[src/rtl/quad_demux_fifo_if.sv]
// Stream bus for quad_demux_fifo: one valid/ready input port and four FWFT output channels.
// The in_bcast signal exists only when QDEMUX_BCAST_EN is defined.
interface quad_demux_fifo_if #(
    parameter int WIDTH = 4
);
    logic [WIDTH-1:0]   in_data;
    logic [1:0]         in_sel;
    logic               in_valid;
    logic               in_ready;
`ifdef QDEMUX_BCAST_EN
    logic               in_bcast;
`endif
    logic [4*WIDTH-1:0] out_data;
    logic [3:0]         out_valid;
    logic [3:0]         out_ready;

    // Source and consumer side, as seen by the testbench or the surrounding logic
    modport master (
        output in_data, in_sel, in_valid,
`ifdef QDEMUX_BCAST_EN
        output in_bcast,
`endif
        input  in_ready,
        input  out_data, out_valid,
        output out_ready
    );

    // Demultiplexer side
    modport slave (
        input  in_data, in_sel, in_valid,
`ifdef QDEMUX_BCAST_EN
        input  in_bcast,
`endif
        output in_ready,
        output out_data, out_valid,
        input  out_ready
    );
endinterface

[src/rtl/quad_demux_fifo.sv]
// Four-way stream demultiplexer with a DEPTH-entry first-word-fall-through FIFO per channel.
// Optional feature macro: QDEMUX_BCAST_EN adds in_bcast, which writes one word into all four FIFOs.
module quad_demux_fifo #(
    parameter int WIDTH = 4,
    parameter int DEPTH = 2
) (
    input  logic            clk,
    input  logic            rst,
    quad_demux_fifo_if.slave bus
);
    localparam int PW = $clog2(DEPTH);
    localparam int CW = $clog2(DEPTH + 1);

    logic [WIDTH-1:0] mem_r    [4][DEPTH];
    logic [PW-1:0]    wr_ptr_r [4];
    logic [PW-1:0]    rd_ptr_r [4];
    logic [CW-1:0]    count_r  [4];

    logic [3:0] full_s;
    logic [3:0] push_s;
    logic [3:0] pop_s;
    logic       in_ready_s;
    logic       bcast_s;

    // Full flags, acceptance and per-channel push/pop strobes
    always_comb begin
        full_s = 4'b0000;
        for (int k = 0; k < 4; k++) begin
            full_s[k] = (count_r[k] == CW'(DEPTH));
        end
`ifdef QDEMUX_BCAST_EN
        bcast_s = bus.in_bcast;
`else
        bcast_s = 1'b0;
`endif
        // Readiness looks only at registered counts: a popping full FIFO still refuses
        if (bcast_s) begin
            in_ready_s = ~|full_s;
        end else begin
            in_ready_s = ~full_s[bus.in_sel];
        end
        push_s = 4'b0000;
        pop_s  = 4'b0000;
        for (int k = 0; k < 4; k++) begin
            push_s[k] = bus.in_valid & in_ready_s & (bcast_s | (bus.in_sel == 2'(k)));
            pop_s[k]  = (count_r[k] != CW'(0)) & bus.out_ready[k];
        end
    end

    // Head words and non-empty flags presented to the consumers
    always_comb begin
        bus.out_data  = '0;
        bus.out_valid = 4'b0000;
        for (int k = 0; k < 4; k++) begin
            bus.out_data[k*WIDTH +: WIDTH] = mem_r[k][rd_ptr_r[k]];
            bus.out_valid[k]               = (count_r[k] != CW'(0));
        end
        bus.in_ready = in_ready_s;
    end

    // FIFO storage, pointers and occupancy counts
    always_ff @(posedge clk) begin
        if (rst) begin
            for (int k = 0; k < 4; k++) begin
                wr_ptr_r[k] <= '0;
                rd_ptr_r[k] <= '0;
                count_r[k]  <= '0;
                for (int e = 0; e < DEPTH; e++) begin
                    mem_r[k][e] <= '0;
                end
            end
        end else begin
            for (int k = 0; k < 4; k++) begin
                if (push_s[k]) begin
                    mem_r[k][wr_ptr_r[k]] <= bus.in_data;
                    wr_ptr_r[k]           <= wr_ptr_r[k] + PW'(1);
                end else begin
                    wr_ptr_r[k] <= wr_ptr_r[k];
                end
                if (pop_s[k]) begin
                    rd_ptr_r[k] <= rd_ptr_r[k] + PW'(1);
                end else begin
                    rd_ptr_r[k] <= rd_ptr_r[k];
                end
                case ({push_s[k], pop_s[k]})
                    2'b10:   count_r[k] <= count_r[k] + CW'(1);
                    2'b01:   count_r[k] <= count_r[k] - CW'(1);
                    default: count_r[k] <= count_r[k];
                endcase
            end
        end
    end
endmodule
[src/flat_wrapper.sv]
// flat-port wrapper written by rule: the top's interface ports become plain ports
module quad_demux_fifo_flat 
#(
    parameter int WIDTH = 4,
    parameter int DEPTH = 2
)
  (clk, rst, bus_in_data, bus_in_sel, bus_in_valid, bus_in_ready, bus_out_data, bus_out_valid, bus_out_ready);
  quad_demux_fifo_if #(.WIDTH(WIDTH)) bus_i ();
  input  logic clk;
  input  logic rst;
  input wire logic [$bits(bus_i.in_data)-1:0] bus_in_data;
  input wire logic [$bits(bus_i.in_sel)-1:0] bus_in_sel;
  input wire logic [$bits(bus_i.in_valid)-1:0] bus_in_valid;
  output wire logic [$bits(bus_i.in_ready)-1:0] bus_in_ready;
  output wire logic [$bits(bus_i.out_data)-1:0] bus_out_data;
  output wire logic [$bits(bus_i.out_valid)-1:0] bus_out_valid;
  input wire logic [$bits(bus_i.out_ready)-1:0] bus_out_ready;
  assign bus_i.in_data = bus_in_data;
  assign bus_i.in_sel = bus_in_sel;
  assign bus_i.in_valid = bus_in_valid;
  assign bus_in_ready = bus_i.in_ready;
  assign bus_out_data = bus_i.out_data;
  assign bus_out_valid = bus_i.out_valid;
  assign bus_i.out_ready = bus_out_ready;
  quad_demux_fifo #(.WIDTH(WIDTH), .DEPTH(DEPTH)) u_core (.clk(clk), .rst(rst), .bus(bus_i));
endmodule
[config.mk]
export PLATFORM = sky130hd
export DESIGN_NAME = quad_demux_fifo_flat
export DESIGN_NICKNAME = d
export VERILOG_FILES = /design/src/rtl/quad_demux_fifo_if.sv /design/src/rtl/quad_demux_fifo.sv /design/src/flat_wrapper.sv
export SDC_FILE = /design/constraint.sdc
export NUM_CORES = 1
export LEC_CHECK = 0
export CAP_MARGIN = 30
export CORE_MARGIN = 2
export CORE_UTILIZATION = 58
export CTS_CLUSTER_DIAMETER = 80
export DETAILED_ROUTE_END_ITERATION = 8
export PLACE_DENSITY_LB_ADDON = 0.25
export SYNTH_ARGS = -nofsm -noshare
export SYNTH_HDL_FRONTEND = slang
export SYNTH_SLANG_ARGS = --single-unit
[constraint.sdc]
create_clock -name clk -period 2.9 [get_ports clk]
set_input_delay 0.58 -clock clk [delete_from_list [all_inputs] [get_ports clk]]
set_output_delay 0.58 -clock clk [all_outputs]
set_load 0.1 [all_outputs]
# Word level (Yosys, flattened, before mapping)
# Memory sizes are Yosys's and may differ from the RTL's.
# Cells that the tools add are included.
dict set report word_totals {
  reg_bits 0
  latchBits 0
  mem_bits_rw 48
  mem_bits_ro 0
  inputBits 13
  output_inout_bits 21
  wordCells 311
  n_memories 4
}
dict set report op_classes {
  addsub 16
  n_mul 0
  div_mod_pow 0
  order_cmp 13
  eq_ne 15
  shift 0
  mux 172
  bitwise 78
  n_reduce_logical 13
}
# name depth width rd rd_clocked_by_memory_dff wr line_no
set memory_table {}
lappend memory_table {u_core.mem_r 4 8 4 0 4 quad_demux_fifo.sv:14} ;# logic [WIDTH-1:0] mem_r [4][DEPTH];
lappend memory_table {u_core.count_r 4 2 4 0 4 quad_demux_fifo.sv:17} ;# logic [CW-1:0] count_r [4];
lappend memory_table {u_core.rd_ptr_r 4 1 4 0 4 quad_demux_fifo.sv:16} ;# logic [PW-1:0] rd_ptr_r [4];
lappend memory_table {u_core.wr_ptr_r 4 1 4 0 4 quad_demux_fifo.sv:15} ;# logic [PW-1:0] wr_ptr_r [4];
# operator count
set ops {}
lappend ops {{1-bit two-way mux} 135}
lappend ops {{4-bit two-way mux} 16}
lappend ops {{1-bit OR} 60}
lappend ops {{8-bit two-way mux} 4}
lappend ops {{2-bit two-way mux} 12}
lappend ops {{2-bit equality test, second input constant} 10}
lappend ops {{4-bit demux with 1-bit select} 4}
lappend ops {{2-bit >= comparator, second input constant} 8}
lappend ops {{1-bit inverter with 2-bit output} 8}
lappend ops {{2-bit by 1-bit equality test with 1-bit output, second input constant} 5}
lappend ops {{1-bit bitwise AND} 9}
lappend ops {{1-bit adder, second input constant} 8}
lappend ops {{2-bit by 1-bit adder with 2-bit output, second input constant} 4}
lappend ops {{2-bit by 1-bit less-than comparator with 1-bit output, second input constant} 4}
lappend ops {{2-bit nonzero test} 4}
lappend ops {{2-bit OR reduction} 4}
lappend ops {{2-bit by 1-bit subtractor with 2-bit output, second input constant} 4}
lappend ops {{1-bit logical AND} 4}
lappend ops {{2-bit by 3-bit less-than comparator with 1-bit output, second input constant} 1}
lappend ops {{1-bit binary-select mux with 2-bit select} 1}
lappend ops {{2-bit zero test} 1}
lappend ops {{1-bit inverter} 1}

# Longest topological paths before layout
# Gate-level depths: netlist of run 1.
# An unclocked memory read counts as a cell.
dict set report depth {
  ltp_word 14
  depth_mapped 8
  depth_no_buf 8
}

# Least setup slack after synthesis of run 1
# Ideal clock, no wire load.
dict set report synth_timing {
  path_type {input port to output port}
  startpoint {input bus_in_sel[0]}
  endpoint {output bus_in_ready}
  t_arrival_ns 1.719
  required_time_ns 2.320
  path_slack_ns 0.601
  path_stages 2
  path_buffers 0
  path_cell_list {mux4_2 > inv_1}
}
dict set report synth_between {
  elab_chain_cells 3
}
# item line_no
set synth_lines {}
lappend synth_lines {{from (decl)} flat_wrapper.sv:12} ;# input wire logic [$bits(bus_i.in_sel)-1:0] bus_in_sel;
lappend synth_lines {{1-bit binary-select mux with 2-bit select} quad_demux_fifo.sv:40} ;# in_ready_s = ~full_s[bus.in_sel];
lappend synth_lines {{1-bit two-way mux (implied by the code)} quad_demux_fifo.sv:40}
lappend synth_lines {{1-bit inverter} quad_demux_fifo.sv:40}
lappend synth_lines {{to (decl)} flat_wrapper.sv:14} ;# output wire logic [$bits(bus_i.in_ready)-1:0] bus_in_ready;
# No other way between the ends. The select of a mux whose other input is x is not followed.

# Worst setup path in the final report of run 1
# Same ends and word-level chain as after synthesis.

==> flow_summary.ini, run 1 <==
[status]
status = finished, final reports clean

[die]
dieArea_um2 = 4770
die_h_um = 69.0
rows = 23
initial_utilization_pct = 60.9
coreArea_um2 = 4030
die_w_um = 69.0
boundaryPins = 34

[synthesis]
syn_area_per_cell_um2 = 11.2
yosysWarnings = 0
synth_area_leader_cell = edfxtp_1
synthFlopType = edfxtp_1
synth_edf_count = 36
ys_top_cells_by_area = edfxtp_1, dfxtp_1, mux2_2, ha_1, nand2_1
syn_nets = 242
synth-seq-area-share_pct = 53.9
syn_inst = 219
yosysMostFrequentCell = edfxtp_1
synth.ff_latch_count = 48
synthArstFlopShare_pct = 0
syn_area_um2 = 2450
yosysTopAreaCellShare_pct = 44.1
synth_cell_type_count = 31
synth_common_cells = edfxtp_1, nand2_1, nor2_1

[power]
power_density_nw_per_um2 = 601
power_mw = 1.75
ir_worst_vdd_v = 0.000272
p_leak_nw = 1.26

[critical_path]
slowest_delay_ns = 0.58
critPathRequiredTime_ns = 2.32
rrSetupSlack_ns = 0.81
worstSetupPathType = input pin to output pin
ff2ff_path_depth = 5
end_kind = output pin
rr_endpoint = u_core.count_r[0][0]
critPathMaxFanout = 6
critPathSlowestCell = mux4_2
crit_chain = clkdlybuf4s50_1 > mux4_2 > inv_1 > buf_12
arrival_ns = 2.04
reg2reg_from = u_core.count_r[0][1]
startpoint_type = input pin

[drt]
drc = 0
post_drt_wl_per_cell_um = 15.1
antenna_left = 0
drtIter0Drc = 148
vias = 1757
viasPerCell = 5.69
drt-total-wl_um = 4660
first_pass_iters = 4

[layout]
n_fill_cell = 317
fin_nets = 281
drive_above_1_share_pct = 23.9
diodes = 0
final_area_um2 = 2900
final_util_pct = 72.1
syn_to_final_growth_pct = 18.4

[clock_network]
cts_buffer_depth = 2
ctsRootBufferMaster = clkbuf_8
htreeDepth = 2
numCtsBuffers = 5
clock-sinks = 48
cts_hold_buffers = 0
clk_pin_slew_ns = 0.08
post_cts.repair.setup_buffers = 0
cts_resized = 0
cts_tree = done
clock_latency_ns = 0.30

[placement]
placed_cell_area_um2 = 2810
dpl.hpwl_um = 3540
io_buffers = 33
place_congestion = 0.750

[timing]
drv_slew = 0
max_freq_mhz = 382
finalClockSkew_ns = 0.00659
finalSetupViolations = 0
holdWs_ns = 0.471
fin_crit_ns = 2.62
rsz0062_at_grt = no
period_share_pct = 90.3
tns_ns = 0
hold_viol = 0
max_slew_margin_pct = 55.8
worst_pin_slew_ns = 0.656

[global_route]
grt_pass1_wl_um = 8070
grt_pass1_vias = 1735
grt_start_max_net_pins = 28
grt.total_usage_pct = 21.2
antenna_found_initial = 0
gr-total-overflow = 0

[hold_path]
hold_end = u_core.mem_r[2][3]
hold_depth = 2
hold_class = register to register
holdCritStartpoint = u_core.mem_r[2][3]

[flow_run]
cap_violations = 0
## critical path: cells and delay by family
family                 cells  cell delay [ns]
multiplexers               1             0.58
buffers and inverters      3             0.87
## final cells by class
class	count	area, um2	share of cell area [%]
clock buffers	7	86.3	2.97
clock inverters	1	7.51	0.259
inverters	13	48.8	1.68
multi-input cells	151	1040	35.9
flip-flops and latches	48	1320	45.5
well taps	50	62.6	2.15
repair buffers	39	335	11.5
## cell families after synthesis
kind of cell | Yosys count | share of synthesized area (%)
compound gates | 17 | 4.08
xor+xnor | 3 | 1.07
fa+ha+maj | 10 | 5.10
buf+inv | 20 | 3.67
flops | 48 | 53.9
mux | 25 | 12.3
simple gates | 96 | 19.9
## metal layers
metal  routed length (um)  track usage [%]
met5                    0                0
met2                 2400             35.5
met4                   54             8.28
met1                 2030             27.7
met3                  173             3.36
## metrics by stage
| stage | instances | setup WS [ns] |
|---|---|---|
| floorplan | 219 | 0.601 |
| global placement | 301 | 0.280 |
| detailed placement | 301 | 0.181 |
| CTS | 309 | 0.275 |
| global route | 309 | 0.218 |
| finish | 309 | 0.282 |
## where the power goes
| part | internal [mW] | switching [mW] | total, mW | leakage, nW |
|---|---|---|---|---|
| Sequential | 0.795 | 0.0371 | 0.832 | 0.471 |
| Combinational | 0.150 | 0.354 | 0.504 | 0.749 |
| Clock | 0.194 | 0.217 | 0.411 | 0.0445 |
| Total | 1.14 | 0.608 | 1.75 | 1.26 |
## cells in the final DEF, fill, tap and decap left out, types with 2 or more instances in the layout
cell type / synthesis / final
a21o_1: 2 / 2
a21oi_1: 4 / 4
and3_1: 4 / 4
and4_1: 4 / 4
buf_4: 0 / 26
clkbuf_8: 0 / 6
clkdlybuf4s50_1: 0 / 12
dfxtp_1: 12 / 12
edfxtp_1: 36 / 36
ha_1: 10 / 10
inv_1: 10 / 10
inv_2: 2 / 2
mux2_2: 16 / 16
mux2_4: 4 / 4
mux2i_1: 4 / 4
nand2_1: 28 / 28
nand2b_1: 3 / 3
nand3_1: 5 / 5
nand4_1: 5 / 5
nor2_1: 18 / 18
nor2b_1: 8 / 8
nor3_1: 9 / 9
o211ai_1: 4 / 4
o21ai_0: 7 / 7
or2_2: 4 / 4
or3_1: 5 / 5
xnor2_1: 3 / 3
## state kept, by name, summed over array words and instances, names as in the netlist
signal	cells
u_core.mem_r	32
u_core.count_r	8
u_core.wr_ptr_r	4
u_core.rd_ptr_r	4
## how the worst max path moves through the flow
stage               slack, ns                   end           from
finish                   0.28          bus_in_ready  bus_in_sel[0]
global route             0.22          bus_in_ready  bus_in_sel[0]
CTS                      0.27          bus_in_ready  bus_in_sel[0]
detailed placement       0.18  u_core.count_r[0][1]   bus_in_valid
global placement         0.28  u_core.count_r[0][0]  bus_in_sel[0]
floorplan                0.60          bus_in_ready  bus_in_sel[0]
Power figures use the tool's default switching activity.
==> inputs of run 2 (changes only) <==
Settings changed: CORE_ASPECT_RATIO from default to 1.4, HOLD_SLACK_MARGIN from default to 0.03.
Clock period 2.9 ns to 3.25 ns, I/O delays scaled along.
==> run 2 against run 1 <==
  * The flow now finishes with violations (DRC)
  * Hold slack got worse by 0.00093 ns
  * Power is 11% lower
  * Clock power decreased by 9.2%
  * Critical path depth did not move
  * Combinational power fell by 12%
  * Sequential cell count stayed put
  * Via count is 4.3% lower
  * Sequential share of layout area rose by 0.52 points
  * Wire length decreased by 5.8%
  * Clock skew up 0.00092 ns
  * Design area down 1.1%
  * Register-to-register slack better by 0.37 ns
  * Largest cell class unchanged
==> flow_summary.ini, run 2 (synthesis results as in run 1) <==
[global_route]
grt.busiest_layer = met2
gr-usage-met1_pct = 25.2
grt_pass1_vias = 1665
grt_pass1_wl_um = 7290
antenna_found_initial = 0
grt_start_max_net_pins = 27
grt.total_usage_pct = 20.3
gr-total-overflow = 0
met3_usage_pct = 3.82
grtUsageMet2_pct = 33.8

[die]
rows = 28
initial_utilization_pct = 59.4
boundaryPins = 34
die_h_um = 81.0
coreArea_um2 = 4130
dieArea_um2 = 4770
die_w_um = 59.0

[drt]
first_pass_iters = 6
drtIter0Drc = 45
antenna_left = 0
post_drt_wl_per_cell_um = 14.6
drt-total-wl_um = 4390
drc = 4
viasPerCell = 5.61
vias = 1682

[timing]
finalClockSkew_ns = 0.00751
tns_ns = 0
worst_pin_slew_ns = 0.666
hold_viol = 0
max_slew_margin_pct = 55.3
holdWs_ns = 0.471
max_freq_mhz = 357
period_share_pct = 86.2
rsz0062_at_grt = no
fin_crit_ns = 2.80
finalSetupViolations = 0
drv_slew = 0

[clock_network]
clk_pin_slew_ns = 0.09
htreeDepth = 2
clock-sinks = 48
cts_resized = 0
cts_tree = done
post_cts.repair.setup_buffers = 0
cts_hold_buffers = 0
clock_latency_ns = 0.31
cts_buffer_depth = 2
ctsRootBufferMaster = clkbuf_8
numCtsBuffers = 5

[power]
ir_worst_vdd_v = 0.000295
p_leak_nw = 1.24
power_density_nw_per_um2 = 542

[critical_path]
rrSetupSlack_ns = 1.18
ff2ff_path_depth = 5
end_kind = output pin
slowest_delay_ns = 0.59
critPathMaxFanout = 6
worstSetupPathType = input pin to output pin
critPathRequiredTime_ns = 2.60
crit_end = bus_in_ready
startpoint_type = input pin
crit_chain = clkdlybuf4s50_1 > mux4_2 > inv_1 > buf_12
rr_endpoint = u_core.count_r[0][0]
reg2reg_from = u_core.count_r[0][1]
crit_start = bus_in_sel[0]
critPathSlowestCell = mux4_2
arrival_ns = 2.15

[layout]
largest_reg_flops = 32
layout.cells.non_filler = 300
final_cell_mix = edfxtp_1, nand2_1, buf_4, nor2_1, mux2_2
final_common_cell = edfxtp_1
regArea_um2 = 1320
n_fill_cell = 338
fin_nets = 277
final_area_um2 = 2870
drive_above_1_share_pct = 23.1
diodes = 0
regMostFlops = u_core.mem_r
multi_input_area_um2 = 1040
top_regs = u_core.mem_r x32, u_core.count_r x8
syn_to_final_growth_pct = 17.0

[placement]
placed_cell_area_um2 = 2770
dpl.hpwl_um = 3190
io_buffers = 33
placed_cells = 292
place_congestion = 0.747

[status]
violations = DRC
status = complete, but fails checks

[flow_run]
cap_violations = 0

[hold_path]
hold_class = register to register
==> run 2: worst min-delay path by stage <==
| stage | from | endpoint | slack, ns | cells past startpoint |
|---|---|---|---|---|
| CTS | u_core.mem_r[2][2] | u_core.mem_r[2][2] | 0.48 | 2 |
| global placement | u_core.mem_r[2][1] | u_core.mem_r[2][1] | 0.45 | 2 |
| detailed placement | u_core.mem_r[2][2] | u_core.mem_r[2][2] | 0.46 | 2 |
| global route | u_core.mem_r[2][1] | u_core.mem_r[2][1] | 0.49 | 2 |
| finish | u_core.mem_r[2][2] | u_core.mem_r[2][2] | 0.47 | 2 |
| floorplan | u_core.mem_r[2][0] | u_core.mem_r[2][0] | 0.43 | 2 |
==> run 2: critical path, delay by kind of cell <==
kind | cells | cell delay (ns)
buffers and inverters | 3 | 0.92
muxes | 1 | 0.59
==> run 2: where the power goes <==
| group | leakage, nW | internal, mW | switching, mW |
|---|---|---|---|
| combinational | 0.729 | 0.131 | 0.314 |
| clock | 0.0434 | 0.172 | 0.201 |
| sequential | 0.471 | 0.709 | 0.0315 |
==> run 2: final cells by class <==
type	instances	share of cell area, %
Clock buffer	6	2.88
Clock inverter	2	0.523
Inverter	13	1.70
Sequential cell	48	46.0
Tap cell	45	1.96
Multi-Input combinational cell	151	36.3
Timing Repair Buffer	35	10.6
==> run 2: through the flow <==
step | worst slack (ns) | total power [mW] | util (%)
final | 0.447 | 1.56 | 69.5
after global routing | 0.395 | 1.62 | 69.5
after CTS | 0.459 | 1.57 | 69.5
after detailed placement | 0.459 | 1.20 | 67.1
after global placement | 0.492 | 1.19 | 67.1
after floorplan | 0.811 | 1.09 | -
==> run 2: routing by layer <==
metal | vias to the layer above | routed length, um
li1 | 854 | -
met1 | 779 | 1900
met2 | 41 | 2210
met3 | 8 | 196
met4 | 0 | 85
met5 | - | 0
